===== config.mk =====
export PLATFORM = sky130hd
export DESIGN_NAME = axi_dbg_bridge
export DESIGN_NICKNAME = d
export VERILOG_FILES = /design/src/rtl/axi_dbg_bridge.sv
export SDC_FILE = /design/constraint.sdc
export NUM_CORES = 1
export LEC_CHECK = 0
export BUFFER_PORTS_ARGS = -buffer_cell sky130_fd_sc_hd__buf_2
export CORE_ASPECT_RATIO = 1.2
export CORE_MARGIN = 2
export CORE_UTILIZATION = 44
export CTS_BUF_LIST = sky130_fd_sc_hd__clkbuf_4 sky130_fd_sc_hd__clkbuf_8
export DETAILED_ROUTE_END_ITERATION = 8
export GPL_TIMING_DRIVEN = 0
export PLACE_DENSITY = 0.79
export REMOVE_ABC_BUFFERS = 1
export SYNTH_ARGS = -nofsm -noshare
export SYNTH_HDL_FRONTEND = slang
export SYNTH_SLANG_ARGS = --single-unit

===== constraint.sdc =====
create_clock -name clk -period 1.7 [get_ports clk]
set_input_delay 0.085 -clock clk [delete_from_list [all_inputs] [get_ports clk]]
set_output_delay 0.085 -clock clk [all_outputs]
set_load 0.01 [all_outputs]

===== src/rtl/axi_dbg_bridge.sv =====
// rtl/axi_dbg_bridge.sv - host byte-stream to single-beat 32-bit AXI4 master bridge
// Optional inter-byte timeout in GET_ADDR/GET_DATA when DBG_BRIDGE_TIMEOUT_EN is defined.
package utils_pkg;
    typedef struct packed {
        logic [7:0]  awid;
        logic [31:0] awaddr;
        logic [7:0]  awlen;
        logic [2:0]  awsize;
        logic [1:0]  awburst;
        logic        awlock;
        logic [3:0]  awcache;
        logic [2:0]  awprot;
        logic        awvalid;
        logic [31:0] wdata;
        logic [3:0]  wstrb;
        logic        wlast;
        logic        wvalid;
        logic        bready;
        logic [7:0]  arid;
        logic [31:0] araddr;
        logic [7:0]  arlen;
        logic [2:0]  arsize;
        logic [1:0]  arburst;
        logic        arlock;
        logic [3:0]  arcache;
        logic [2:0]  arprot;
        logic        arvalid;
        logic        rready;
    } s_axi_mosi_t;

    typedef struct packed {
        logic        awready;
        logic        wready;
        logic [7:0]  bid;
        logic [1:0]  bresp;
        logic        bvalid;
        logic        arready;
        logic [7:0]  rid;
        logic [31:0] rdata;
        logic [1:0]  rresp;
        logic        rlast;
        logic        rvalid;
    } s_axi_miso_t;
endpackage

module axi_dbg_bridge
    import utils_pkg::*;
#(
    parameter logic [7:0] AXI_ID         = 8'd0,
    parameter int         TIMEOUT_CYCLES = 100000
) (
    input  logic        clk,
    input  logic        arst,
    input  logic [7:0]  rx_data_i,
    input  logic        rx_valid_i,
    output logic        rx_ready_o,
    output logic [7:0]  tx_data_o,
    output logic        tx_valid_o,
    input  logic        tx_ready_i,
    output s_axi_mosi_t axi_mosi_o,
    input  s_axi_miso_t axi_miso_i,
    output logic        busy_o
);
    typedef enum logic [3:0] {
        S_IDLE, S_GET_ADDR, S_GET_DATA, S_AXI_AW_W, S_AXI_B,
        S_AXI_AR, S_AXI_R, S_TX_STATUS, S_TX_DATA
    } state_t;

    state_t      r_state, w_state_nxt;
    logic [1:0]  r_cnt;
    logic        r_is_read, r_aw_done, r_w_done;
    logic [31:0] r_addr, r_wdata, r_rdata;
    logic [7:0]  r_status;
    logic        w_rx_hs, w_tx_hs, w_timeout, w_cmd_ok;
    logic        w_awvalid, w_wvalid, w_bready, w_arvalid, w_rready;
    logic        w_unused;

    assign w_rx_hs  = rx_valid_i & rx_ready_o;
    assign w_tx_hs  = tx_valid_o & tx_ready_i;
    assign w_cmd_ok = (rx_data_i == 8'h57) || (rx_data_i == 8'h52);
    assign busy_o   = (r_state != S_IDLE);
    assign w_unused = ^{axi_miso_i.bid, axi_miso_i.rid, axi_miso_i.rlast, (TIMEOUT_CYCLES > 0)};

`ifdef DBG_BRIDGE_TIMEOUT_EN
    localparam int TW = $clog2(TIMEOUT_CYCLES + 1);
    logic [TW-1:0] r_tmo_cnt;
    logic          w_in_get;

    assign w_in_get  = (r_state == S_GET_ADDR) || (r_state == S_GET_DATA);
    assign w_timeout = w_in_get && !w_rx_hs && (r_tmo_cnt == TW'(TIMEOUT_CYCLES - 1));

    always_ff @(posedge clk or negedge arst) begin
        if (!arst)
            r_tmo_cnt <= '0;
        else if (!w_in_get || w_rx_hs)
            r_tmo_cnt <= '0;
        else
            r_tmo_cnt <= r_tmo_cnt + 1'b1;
    end
`else
    assign w_timeout = 1'b0;
`endif

    always_comb begin
        w_state_nxt = r_state;
        rx_ready_o  = 1'b0;
        tx_valid_o  = 1'b0;
        tx_data_o   = 8'h00;
        w_awvalid   = 1'b0;
        w_wvalid    = 1'b0;
        w_bready    = 1'b0;
        w_arvalid   = 1'b0;
        w_rready    = 1'b0;
        case (r_state)
            S_IDLE: begin
                rx_ready_o = 1'b1;
                if (rx_valid_i)
                    w_state_nxt = w_cmd_ok ? S_GET_ADDR : S_TX_STATUS;
            end
            S_GET_ADDR: begin
                rx_ready_o = 1'b1;
                if (rx_valid_i && r_cnt == 2'd3)
                    w_state_nxt = r_is_read ? S_AXI_AR : S_GET_DATA;
                else if (w_timeout)
                    w_state_nxt = S_IDLE;
            end
            S_GET_DATA: begin
                rx_ready_o = 1'b1;
                if (rx_valid_i && r_cnt == 2'd3)
                    w_state_nxt = S_AXI_AW_W;
                else if (w_timeout)
                    w_state_nxt = S_IDLE;
            end
            S_AXI_AW_W: begin
                // Each channel retires on its own handshake; leave once both have.
                w_awvalid = !r_aw_done;
                w_wvalid  = !r_w_done;
                if ((r_aw_done || axi_miso_i.awready) && (r_w_done || axi_miso_i.wready))
                    w_state_nxt = S_AXI_B;
            end
            S_AXI_B: begin
                w_bready = 1'b1;
                if (axi_miso_i.bvalid)
                    w_state_nxt = S_TX_STATUS;
            end
            S_AXI_AR: begin
                w_arvalid = 1'b1;
                if (axi_miso_i.arready)
                    w_state_nxt = S_AXI_R;
            end
            S_AXI_R: begin
                w_rready = 1'b1;
                if (axi_miso_i.rvalid)
                    w_state_nxt = S_TX_STATUS;
            end
            S_TX_STATUS: begin
                tx_valid_o = 1'b1;
                tx_data_o  = r_status;
                if (tx_ready_i)
                    w_state_nxt = (r_is_read && r_status == 8'h00) ? S_TX_DATA : S_IDLE;
            end
            S_TX_DATA: begin
                tx_valid_o = 1'b1;
                tx_data_o  = r_rdata[7:0];
                if (tx_ready_i && r_cnt == 2'd3)
                    w_state_nxt = S_IDLE;
            end
            default: w_state_nxt = S_IDLE;
        endcase
    end

    always_ff @(posedge clk or negedge arst) begin
        if (!arst) begin
            r_state   <= S_IDLE;
            r_cnt     <= 2'd0;
            r_is_read <= 1'b0;
            r_aw_done <= 1'b0;
            r_w_done  <= 1'b0;
            r_addr    <= 32'h0;
            r_wdata   <= 32'h0;
            r_rdata   <= 32'h0;
            r_status  <= 8'h00;
        end else begin
            r_state <= w_state_nxt;
            case (r_state)
                S_IDLE: if (w_rx_hs) begin
                    r_is_read <= (rx_data_i == 8'h52);
                    r_cnt     <= 2'd0;
                    r_aw_done <= 1'b0;
                    r_w_done  <= 1'b0;
                    if (!w_cmd_ok)
                        r_status <= 8'hEE;
                end
                S_GET_ADDR: if (w_rx_hs) begin
                    r_addr <= {rx_data_i, r_addr[31:8]};
                    r_cnt  <= r_cnt + 2'd1;
                end
                S_GET_DATA: if (w_rx_hs) begin
                    r_wdata <= {rx_data_i, r_wdata[31:8]};
                    r_cnt   <= r_cnt + 2'd1;
                end
                S_AXI_AW_W: begin
                    if (axi_miso_i.awready) r_aw_done <= 1'b1;
                    if (axi_miso_i.wready)  r_w_done  <= 1'b1;
                end
                S_AXI_B: if (axi_miso_i.bvalid)
                    r_status <= {6'b0, axi_miso_i.bresp};
                S_AXI_R: if (axi_miso_i.rvalid) begin
                    r_status <= {6'b0, axi_miso_i.rresp};
                    r_rdata  <= axi_miso_i.rdata;
                end
                S_TX_DATA: if (w_tx_hs) begin
                    r_rdata <= {8'h00, r_rdata[31:8]};
                    r_cnt   <= r_cnt + 2'd1;
                end
                default: ;
            endcase
        end
    end

    always_comb begin
        axi_mosi_o         = '0;
        axi_mosi_o.awid    = AXI_ID;
        axi_mosi_o.awaddr  = {r_addr[31:2], 2'b00};
        axi_mosi_o.awsize  = 3'b010;
        axi_mosi_o.awburst = 2'b01;
        axi_mosi_o.awvalid = w_awvalid;
        axi_mosi_o.wdata   = r_wdata;
        axi_mosi_o.wstrb   = 4'hF;
        axi_mosi_o.wlast   = 1'b1;
        axi_mosi_o.wvalid  = w_wvalid;
        axi_mosi_o.bready  = w_bready;
        axi_mosi_o.arid    = AXI_ID;
        axi_mosi_o.araddr  = {r_addr[31:2], 2'b00};
        axi_mosi_o.arsize  = 3'b010;
        axi_mosi_o.arburst = 2'b01;
        axi_mosi_o.arvalid = w_arvalid;
        axi_mosi_o.rready  = w_rready;
    end
endmodule


# Word-level counts from Yosys, hierarchy flattened
# Cells that the tools add are included.
dict set report totals {
  wordCells 104
  in_bits 70
  output_inout_bits 175
  reg_bits 113
}
dict set report op_classes {
  reduce_logical 28
  add_sub_neg 1
  muxes 38
  bitwise_logic 2
  n_eq_ne 26
}
# op n
set ops {}
lappend ops {{two-way mux 32 bit} 2}
lappend ops {{one-hot mux 32 bit (2 select lines)} 1}
lappend ops {{two-way mux 4 bit} 10}
lappend ops {{one-hot mux 4 bit (9 select lines)} 1}
lappend ops {{two-way mux 8 bit} 4}
lappend ops {{!= test 2 bit (second input constant)} 14}
lappend ops {{one-hot mux 8 bit (3 select lines)} 1}
lappend ops {{== test 4 x 3 -> 1 bit (second input constant)} 4}
lappend ops {{== test 8 x 7 -> 1 bit (second input constant)} 2}
lappend ops {{one-hot mux 8 bit (2 select lines)} 1}
lappend ops {{two-way mux 1 bit} 10}
lappend ops {{AND reduction 3 bit} 3}
lappend ops {{AND reduction 9 bit} 1}
lappend ops {{== test 4 x 2 -> 1 bit (second input constant)} 2}
lappend ops {{logical NOT 8 bit} 1}
lappend ops {{two-way mux 2 bit} 3}
lappend ops {{two-way mux 3 bit} 2}
lappend ops {{one-hot mux 2 bit (3 select lines)} 1}
lappend ops {{AND reduction 2 bit} 3}
lappend ops {{nonzero test 3 bit} 2}
lappend ops {{AND reduction 5 bit} 1}
lappend ops {{== test 4 x 1 -> 1 bit (second input constant)} 1}
lappend ops {{== test 4 bit (second input constant)} 1}
lappend ops {{logical AND 1 bit} 4}
lappend ops {{other kinds (13)} 20}

# Longest topological paths before layout
dict set report depth {
  word_depth 6
  mapped_depth 6
  depth_no_buf 4
}

# Worst setup path after synthesis
# No wires, ideal clock.
dict set report synth_path {
  kind {flip-flop to flip-flop}
  startpoint {reg r_state[0]}
  endpoint {reg r_state[0]}
  n_path_buf 1
  stages_incl_launch_ff 6
  slack_ps -129
  required_time_ps 1575
  synth_period_minus_slack_ps 1829
  setup_ps 125
  arrival_ps 1704
  cell_sequence {dfrtp_1 or4b_1 clkbuf_1 a21oi_1 or4_4 mux2_4}
}
dict set report synth_via {
  elab_chain_len 3
  word_cells_on_any_way 20
  classes_between {eq/ne: 17; mux: 1; reduce/logical: 2}
}
# item line_no
set synth_lines {}
lappend synth_lines {{start, declared} 69} ;# state_t r_state, w_state_nxt;
lappend synth_lines {{start signal, assigned} 184} ;# r_state <= w_state_nxt;
lappend synth_lines {{== test 4 bit, or another cell as far along} 114} ;# case (r_state)
lappend synth_lines {{!= test 2 bit (no line)} --}
lappend synth_lines {{AND reduction 9 bit (no line)} --}
# Several ways; a longest one is shown, not always the timed one.
# A chain may end at the register's enable or synchronous reset.

# Worst setup path in the final report
dict set report layout_path {
  startpoint {reg r_state[1]}
  endpoint {reg r_state[0]}
}
# Same word-level chain as after synthesis.

==> qor.txt <==
Die Ht: 126 um
post-route insts no fill: 929
ys async rst share: 1.00
area occupied by multi-input gates: 2530 sq um
Tmin final: 2.08 ns
Final Hold Fails: 0
routed wire length: 16.6 mm
crit end category: flip-flop
placed cells: 783
Vias/cell: 5.11
Vias: 4750
switching power share of the total: 0.390
filler cell count: 891
Detailed Routing Iterations Pass 1: 4
crit share post-route: 1.22
CP max stage delay: 0.60 ns
ant diodes: 0
register area: 2660 sq um
Final WS setup: -0.381 ns
Clock Sink Count: 106
VDD IR max: 0.751 mV
sw power: 0.00488 W
#FFs+latches synth: 106
antenna-violating nets left: 0
final max-slew violation count: 0
Bufs and invs on worst path: 1
grt met3 use: 0.0549
worst min path class: in2reg
Synth top area share: 0.487
CTS Buf Count: 9
combinational share of power: 0.511
WP data required: 1.96 ns
Critical Path Slowest Stage Cell: or4b_4
P_leak: 4.01 nW
Post-synth EDFFs: 0
critical path depth: 5
WHS: 0.0173 ns
largest family of logic cells by synthesized area: buffers and inverters
reg2reg path depth: 5
sequential area share after synthesis: 0.487
worst-case clock buffer depth: 2
DR iter-0 viols: 365
Layout area overhead: 45.6%
mux cell area share after synthesis: 0.141
core area: 12100 sq um
DP Area: 5910 sq um
Flop pwr share: 0.366
Starting Density: 0.450
wire length of the first global-routing pass: 21.8 mm
WHS Path Cells: 3
Worst-Margin Slew: 0.947 ns
layer with the highest usage: met2
All-Layer GR Usage: 0.208
synth unique cells: 49
failing checks: negative setup slack
Routed wire per std cell: 17.8 um
met1 Use GR: 0.227
largest net degree at the start of global routing: 63
Chip Width: 106 um
clock power share: 0.123
Slew Limit Headroom: 0.360
layout cells sized above 1: 0.512
cell-internal power: 0.00763 W
Synth Cell Area: 5450 sq um
power per cell area: 1580 nW/um^2
RSZ-0062 raised after global routing: yes
io pins: 245
dominant cell type by area after synthesis: dfrtp_1
Critical Path Start Type: flip-flop
WS Path Type: reg2reg
GR Util met2: 0.379
Top FF cell, synth: dfrtp_1
vias in the first global route: 4376
fin area: 7930 sq um
adder-cell share of the synthesized area: 0.00230
synth warn: 0
clock root buffer: clkbuf_8
Post-DP HPWL: 8.35 mm
die area: 13300 sq um
htree depth: 3
simple-gate share of the synthesized area: 0.117
RePlAce Congestion: 0.798
Cell Chain, Critical Path: buf_4 -> or4b_4 -> a21oi_4 -> or4_4 -> mux2_4
Clk Latency, worst-skew pair: 0.36 ns
highest clock rate: 481 MHz
Clk pin slew, worst setup/hold paths: 0.11 ns
Residual DRC: 0
Max-Cap Viols: 0
count of input and output buffers: 160
CTS tree: built
ranking of synthesized cells by area: dfrtp_1 (49%), buf_4 (14%), mux2_2 (13%)
DP Worst Slack: -1.46 ns
Avg Inst Size Synth: 10.5 sq um
initial antenna violation count: 0
Nets: 834
Cell Rows: 44
CP arrival: 2.34 ns
Finish-stage setup viols: 115
Clock Skews: 0.0168 ns
final core occ: 0.655
Crit Path Max Fanout: 4
overflow left after global routing: 0
xor-xnor portion of the synthesized cell area: 0.00482
Synth Instances: 520
outcome: finished with violations
post-synthesis compound-gate area fraction: 0.0765
FF-to-FF setup slack: -0.38 ns
CP top delay family: simple AND/OR/NAND/NOR gates
what timing repair did:
action | in CTS | in global routing
hold buffers | 40 | 2
pin swaps | 34 | 16
buffers inserted | 45 | 30
setup endpoints to repair | 122 | 119
hold endpoints to repair | 84 | 3
gates resized for setup | 72 | 69
gates cloned | 4 | 14
flip-flops by register name, summed over array words and instances (netlist names):
name and cells:
r_rdata 32, r_wdata 32, r_addr 30, r_state 4
r_status 3, r_cnt 2, r_aw_done 1, r_is_read 1
r_w_done 1
area by class of cell:
type                    instances  share of cell area
clock inverters                 5             0.00584
clock buffers                  11              0.0191
well taps                     161              0.0254
inverters                      11             0.00568
multi-input cells             346               0.319
flip-flops and latches        106               0.336
repair buffers                289               0.290
cells in the final DEF, fill, tap and decap left out, types with 5 or more instances in the layout:
master	synthesis	final
dlygate4sd3_1	0	42
inv_1	11	10
nor2_1	34	31
conb_1	2	67
buf_4	103	41
dfrtp_1	106	102
nand2_1	70	55
nand2_2	0	12
o21ai_1	0	6
a31oi_1	26	24
clkbuf_8	0	11
o21ai_2	0	5
nand3_4	0	5
buf_2	15	153
clkbuf_16	0	6
buf_12	0	7
mux2_2	63	61
buf_6	0	33
cell usage after synthesis, drive strengths merged, types with 3 or more instances:
cell and instances:
nand2 70, o21ai 12, dfrtp 106, a21oi 7, a22o 3, nor2 34
and2 3, buf 118, clkbuf 9, mux2 64, a31oi 26, nand3 10
xnor2 3, inv 11, nand4 4
stage by stage:
| step | setup TNS (ns) | total power (W) |
|---|---|---|
| after CTS | -12.91 | 0.0111 |
| after detailed placement | -93.66 | 0.00884 |
| final | -20.78 | 0.0125 |
| after global routing | -28.62 | 0.0132 |
| after global placement | -245.91 | 0.00858 |
| after floorplan | -106.49 | 0.00703 |
per-layer routing:
| metal | wire length (um) | vias up |
|---|---|---|
| met3 | 1090 | 49 |
| met1 | 6040 | 2320 |
| met4 | 573 | 0 |
| met5 | 0 | - |
| met2 | 8840 | 274 |
| li1 | - | 2107 |
kinds of logic (layout without fill, tap and decap cells):
group / Yosys count / count (layout)
compound gates: 63 / 63
xor+xnor: 3 / 3
fa+ha+maj: 1 / 1
buf+inv: 138 / 316
flops: 106 / 106
mux: 67 / 67
other cells: 2 / 67
simple gates: 140 / 145
tightest hold or removal path: cells and delay by family:
family	cells	cell delay (ns)
compound gates	2	0.16
buf+inv	1	0.10
path summary, 6_finish.rpt:
| kind | endpoint | startpoint |
|---|---|---|
| max | r_state[0]$_DFFE_PN0P_ | r_state[1]$_DFFE_PN0P_ |
| min | r_status[1]$_DFFE_PN0P_ | axi_miso_i[47] |
| max reg2reg | r_state[0]$_DFFE_PN0P_ | r_state[1]$_DFFE_PN0P_ |
| min reg2reg | r_wdata[0]$_DFFE_PN0P_ | r_wdata[0]$_DFFE_PN0P_ |
| max in group asynchronous | r_wdata[19]$_DFFE_PN0P_ | arst |
| min in group asynchronous | r_state[2]$_DFFE_PN0P_ | arst |
power by group through the flow:
stage / Clock (W) / Combinational (W) / Sequential, W
after floorplan: 0 / 0.00207 / 0.00496
after global placement: 0 / 0.00402 / 0.00456
after detailed placement: 0 / 0.00415 / 0.00469
after CTS: 0.00156 / 0.00501 / 0.00453
after global routing: 0.00170 / 0.00681 / 0.00471
final: 0.00154 / 0.00639 / 0.00458
Note: power is estimated with default switching activity, not from simulation.
